`src/rtl/aes_in_seq.sv`:
```
// aes_in_seq: feeds one {plaintext, key} block at a time into an AES core.
// A one-entry skid buffer accepts the next block while the current one is in
// flight. Each block produces a start pulse followed by four plaintext words
// and then four key words, least-significant word first. The sequencer then
// waits for the core's done pulse, giving up after DONE_TIMEOUT cycles.
//
// state | meaning
// IDLE  | no block in flight; a held block is popped on the next edge
// START | start pulse on the core, d_out = 0
// PT    | plaintext word wc on d_out
// KEY   | key word wc on d_out
// WAIT  | waiting for core done, tmo counts cycles spent here
module aes_in_seq #(
  parameter int DONE_TIMEOUT = 64
) (
  input  logic         CLK,
  input  logic         RST_N,
  input  logic         in_valid,
  output logic         in_ready,
  input  logic [127:0] in_pt,
  input  logic [127:0] in_key,
  output logic         start,
  output logic [31:0]  d_out,
  input  logic         done,
  output logic         busy,
  output logic         err,
  output logic [15:0]  blk_cnt
);

  localparam int TMO_W = (DONE_TIMEOUT > 1) ? $clog2(DONE_TIMEOUT) : 1;
  localparam logic [TMO_W-1:0] TMO_LAST = TMO_W'(DONE_TIMEOUT - 1);

  typedef enum logic [2:0] {IDLE, START, PT, KEY, WAIT} state_t;

  state_t           state;
  logic             buf_full;
  logic [127:0]     buf_pt;
  logic [127:0]     buf_key;
  logic [127:0]     pt_r;
  logic [127:0]     key_r;
  logic [1:0]       wc;
  logic [1:0]       wc_nxt;
  logic [TMO_W-1:0] tmo;
  logic             push;
  logic             pop;

  assign in_ready = !buf_full;
  assign push     = in_valid && !buf_full;
  // pop only happens when full and push only when empty, so they never collide
  assign pop      = (state == IDLE) && buf_full;
  assign wc_nxt   = wc + 2'd1;

  // one-entry input buffer: capture on transfer, release when the FSM pops it
  always_ff @(posedge CLK or negedge RST_N) begin
    if (!RST_N) begin
      buf_full <= 1'b0;
      buf_pt   <= '0;
      buf_key  <= '0;
    end else if (push) begin
      buf_full <= 1'b1;
      buf_pt   <= in_pt;
      buf_key  <= in_key;
    end else if (pop) begin
      buf_full <= 1'b0;
    end
  end

  // sequencer with registered outputs computed from the state being entered
  always_ff @(posedge CLK or negedge RST_N) begin
    if (!RST_N) begin
      state   <= IDLE;
      pt_r    <= '0;
      key_r   <= '0;
      wc      <= '0;
      tmo     <= '0;
      blk_cnt <= '0;
      start   <= 1'b0;
      d_out   <= '0;
      err     <= 1'b0;
      busy    <= 1'b0;
    end else begin
      start <= 1'b0;
      err   <= 1'b0;
      case (state)
        IDLE: begin
          d_out <= '0;
          if (buf_full) begin
            state <= START;
            pt_r  <= buf_pt;
            key_r <= buf_key;
            start <= 1'b1;
            busy  <= 1'b1;
          end
        end
        START: begin
          state <= PT;
          wc    <= '0;
          d_out <= pt_r[31:0];
        end
        PT: begin
          if (wc == 2'd3) begin
            state <= KEY;
            wc    <= '0;
            d_out <= key_r[31:0];
          end else begin
            wc    <= wc_nxt;
            d_out <= pt_r[{wc_nxt, 5'b0} +: 32];
          end
        end
        KEY: begin
          if (wc == 2'd3) begin
            state <= WAIT;
            wc    <= '0;
            tmo   <= '0;
            d_out <= '0;
          end else begin
            wc    <= wc_nxt;
            d_out <= key_r[{wc_nxt, 5'b0} +: 32];
          end
        end
        WAIT: begin
          // done on the terminal cycle wins over the timeout
          if (done) begin
            state   <= IDLE;
            busy    <= 1'b0;
            blk_cnt <= blk_cnt + 16'd1;
          end else if (tmo == TMO_LAST) begin
            state <= IDLE;
            busy  <= 1'b0;
            err   <= 1'b1;
          end else begin
            tmo <= tmo + 1'b1;
          end
        end
        default: begin
          state <= IDLE;
          busy  <= 1'b0;
          d_out <= '0;
        end
      endcase
    end
  end

endmodule

```
`config.mk`:
```
export PLATFORM = sky130hd
export DESIGN_NAME = aes_in_seq
export DESIGN_NICKNAME = d
export VERILOG_FILES = /design/src/rtl/aes_in_seq.sv
export SDC_FILE = /design/constraint.sdc
export NUM_CORES = 1
export LEC_CHECK = 0
export ABC_AREA = 1
export ABC_CLOCK_PERIOD_IN_PS = 2550
export CAP_MARGIN = 20
export CORE_ASPECT_RATIO = 1.25
export CORE_MARGIN = 2
export CORE_UTILIZATION = 45
export CTS_CLUSTER_DIAMETER = 150
export CTS_CLUSTER_SIZE = 12
export DETAILED_ROUTE_END_ITERATION = 10
export DONT_BUFFER_PORTS = 1
export GPL_ROUTABILITY_DRIVEN = 0
export PLACE_DENSITY = 0.65
export SLEW_MARGIN = 0
export SYNTH_ARGS = -nofsm -noshare
export SYNTH_HDL_FRONTEND = slang
export SYNTH_SLANG_ARGS = --single-unit
```
`constraint.sdc`:
```
create_clock -name CLK -period 2.55 [get_ports CLK]
set_input_delay 0.6375 -clock CLK [delete_from_list [all_inputs] [get_ports CLK]]
set_output_delay 0.6375 -clock CLK [all_outputs]
set_load 0.05 [all_outputs]
```
==> flow_metrics.env <==
export IMPL_cts_root_buf="clkbuf_16"
export IMPL_grt_pass1_wl_um=113000
export IMPL_clock_latency_ns=0.60
export IMPL_synthArstFlopShare=1.00
export IMPL_numCtsBuffers=53
export IMPL_worstSetupPathType="flop to flop"
export IMPL_holdCritPathClass="primary input to async pin"
export IMPL_grt_pass1_vias=18400
export IMPL_ys_flop_type="dfrtp_1"
export IMPL_die_area_mm2=0.0564
export IMPL_tns_ns=0
export IMPL_fmax_mhz=476
export IMPL_synth_seq_cells=575
export IMPL_finalInstanceArea_mm2=0.0265
export IMPL_dp_hpwl_um=54400
export IMPL_clkSinkCount=575
export IMPL_cts_tree="yes"
export IMPL_power_density_mw_per_mm2=1440
export IMPL_cts_buffer_depth=3
export IMPL_dr_pass1_iters=6
export IMPL_crit_arrival_ns=2.57
export IMPL_antenna_found_initial=9
export IMPL_post_cts_buffers=0
export IMPL_synth_top_area_share=0.586
export IMPL_peakVddDrop_mv=0.731
export IMPL_drt_iter0_markers=2095
export IMPL_hold_ws_ns=-0.246
export IMPL_viasPerCell=5.41
export IMPL_netlist_area_mm2=0.0245
export IMPL_synth_edff_count=0
export IMPL_final_hold_violation_count=335
export IMPL_vias=18900
export IMPL_slew_headroom=-0.0382
export IMPL_post_drt_wl_per_cell_um=21.4
export IMPL_avgSynthCellArea_um2=8.64
export IMPL_period_share=0.823
export IMPL_antenna_left=0
export IMPL_synthDistinctLibCells=28
export IMPL_dieWidth_um=213
export IMPL_synth_area_leaders="dfrtp_1 59%, nand2_1 11%, nor2_1 5.2%"
export IMPL_cp_max_fo=22
export IMPL_synth_simple_area_share=0.207
export IMPL_synthCells=2841
export IMPL_status="finished, violations left"
export IMPL_synth_compound_area_share=0.0920
export IMPL_synth_largest_area_cell="dfrtp_1"
export IMPL_drc_errors=0
export IMPL_cp_end_kind="flop"
export IMPL_synthMuxAreaShare=0.0312
export IMPL_numPortBuffers=0
export IMPL_layout_min_cycle_time_ns=2.10
export IMPL_total_leakage_power_nw=13.2
export IMPL_synth_xor_area_share=0.00357
export IMPL_synth_nets=3105
export IMPL_cts_repair_resize_count=0
export IMPL_grt_overflow=0
export IMPL_start_util=0.456
export IMPL_drive_gt1_frac=0.0632
export IMPL_htree_levels=2
export IMPL_grt_max_degree=576
export IMPL_worstMarginPinSlew_ns=1.56
export IMPL_core_area_mm2=0.0538
export IMPL_clk_pin_slew_ns=0.06
export IMPL_finalSetupViolCount=0
export IMPL_nNetsFinal=3032
export IMPL_placed_area_mm2=0.0252
export IMPL_fillers=5102
export IMPL_startpoint_type="flop"
export IMPL_wl_um=74900
export IMPL_die_height_um=265
export IMPL_syn_to_final_growth_pct=8.13
export IMPL_violations="negative hold slack, max-slew violations"
export IMPL_cap_violations=0
export IMPL_skew_ns=0.0156
export IMPL_yosysWarningCount=0
export IMPL_rsz0062_at_grt="false"
export IMPL_finalMaxSlewViolations=142
export IMPL_worstPathRequired_ns=3.02
export IMPL_io_pins=312
export IMPL_synth_adder_area_share=0.00204
export IMPL_synth_top_family_by_area="simple AND/OR/NAND/NOR gates"
export IMPL_seq_area_frac_synth=0.586
export IMPL_track_usage=0.266
export IMPL_rows=95
[cell type report]
cell class / instances / area, um2 / area share
flip-flops and latches: 575 / 14400 / 0.542
multi-input cells: 1792 / 8270 / 0.312
clock buffers: 55 / 1330 / 0.0503
inverters: 307 / 1160 / 0.0436
well taps: 727 / 910 / 0.0343
repair buffers: 39 / 468 / 0.0176
diodes: 2 / 5.00 / 0.000189
[power breakdown]
group	leakage [nW]	switching (mW)	internal, mW	total, mW
logic	5.77	9.05	4.62	13.7
registers	6.78	4.10	13.5	17.6
clock network	0.655	3.25	3.65	6.90
[worst max-delay path: stages, from the launching register on]
cell	delay, ns
dfrtp_4	0.52
ha_2	0.55
inv_2	0.26
buf_4	0.25
nand3_1	0.09
nand3_1	0.10
nand2_1	0.09
nand4_1	0.08
[stage by stage]
stage / total power, mW / worst slack (ns) / util / instances / hold slack [ns]
final: 38.1 / 0.451 / 0.493 / 3497 / -0.246
after global routing: 40.6 / 0.354 / 0.493 / 3497 / -0.272
after CTS: 38.1 / 0.465 / 0.493 / 3495 / -0.252
after detailed placement: 31.2 / 0.471 / 0.468 / 3440 / 0.384
after global placement: 30.7 / 0.543 / 0.468 / 3440 / 0.389
after floorplan: 25.8 / 0.897 / - / 2841 / 0.342
[Yosys cell counts (all sizes together), types with 6 or more instances]
master and instances:
nor2 342, xor2 6, inv 306, buf 111
clkbuf 56, nand3 180, nand4 38, nand2 695
o21ai 262, dfrtp 575, a21oi 189, mux2 68
[final timing paths]
check | start | endpoint | slack (ns) | depth (start not counted)
setup / recovery | wc[0] | d_out[19] | 0.45 | 7
hold / removal | RST_N | buf_pt[88] | -0.25 | 0
setup reg to reg | wc[0] | d_out[19] | 0.45 | 7
hold reg to reg | buf_pt[57] | pt_r[57] | 0.47 | 2
max in group asynchronous | RST_N | wc[0] | 1.46 | 0
min in group CLK | done | err | 0.10 | 1
[state kept, by name, summed over array words and instances, names as in the netlist]
signal	flops
key_r	128
state	3
pt_r	128
tmo	6
d_out	32
wc	2
start	1
blk_cnt	16
buf_key	128
buf_pt	128
err	1
buf_full	1
busy	1
[kinds of logic after synthesis]
family | Yosys count
buf+inv | 474
flops | 575
compound gates | 451
mux | 68
fa+ha+maj | 4
xor+xnor | 10
simple gates | 1259
[cells in the final DEF, fill, tap and decap left out, drive strengths merged]
cell type / Yosys / layout
inv: 306 / 306
or2: 1 / 1
nand2: 695 / 695
o21ai: 262 / 262
dfrtp: 575 / 575
ha: 4 / 4
xnor2: 4 / 4
a21oi: 189 / 189
nor2: 342 / 342
nand3: 180 / 180
nor3: 2 / 2
clkbuf: 56 / 55
mux2: 68 / 68
nand4: 38 / 38
buf: 111 / 39
nand3b: 1 / 1
diode: 0 / 2
xor2: 6 / 6
clkinv: 1 / 1
[routing by layer]
layer / up-vias / global-route usage / part of all wire / routed length (um)
met5: - / 0 / 0.0013 / 94
met4: 14 / 0.172 / 0.073 / 5480
met3: 199 / 0.0558 / 0.077 / 5740
met2: 757 / 0.408 / 0.45 / 33700
met1: 9183 / 0.343 / 0.40 / 29900
li1: 8768 / - / - / -
No activity file was read; power rests on OpenSTA's default activity.
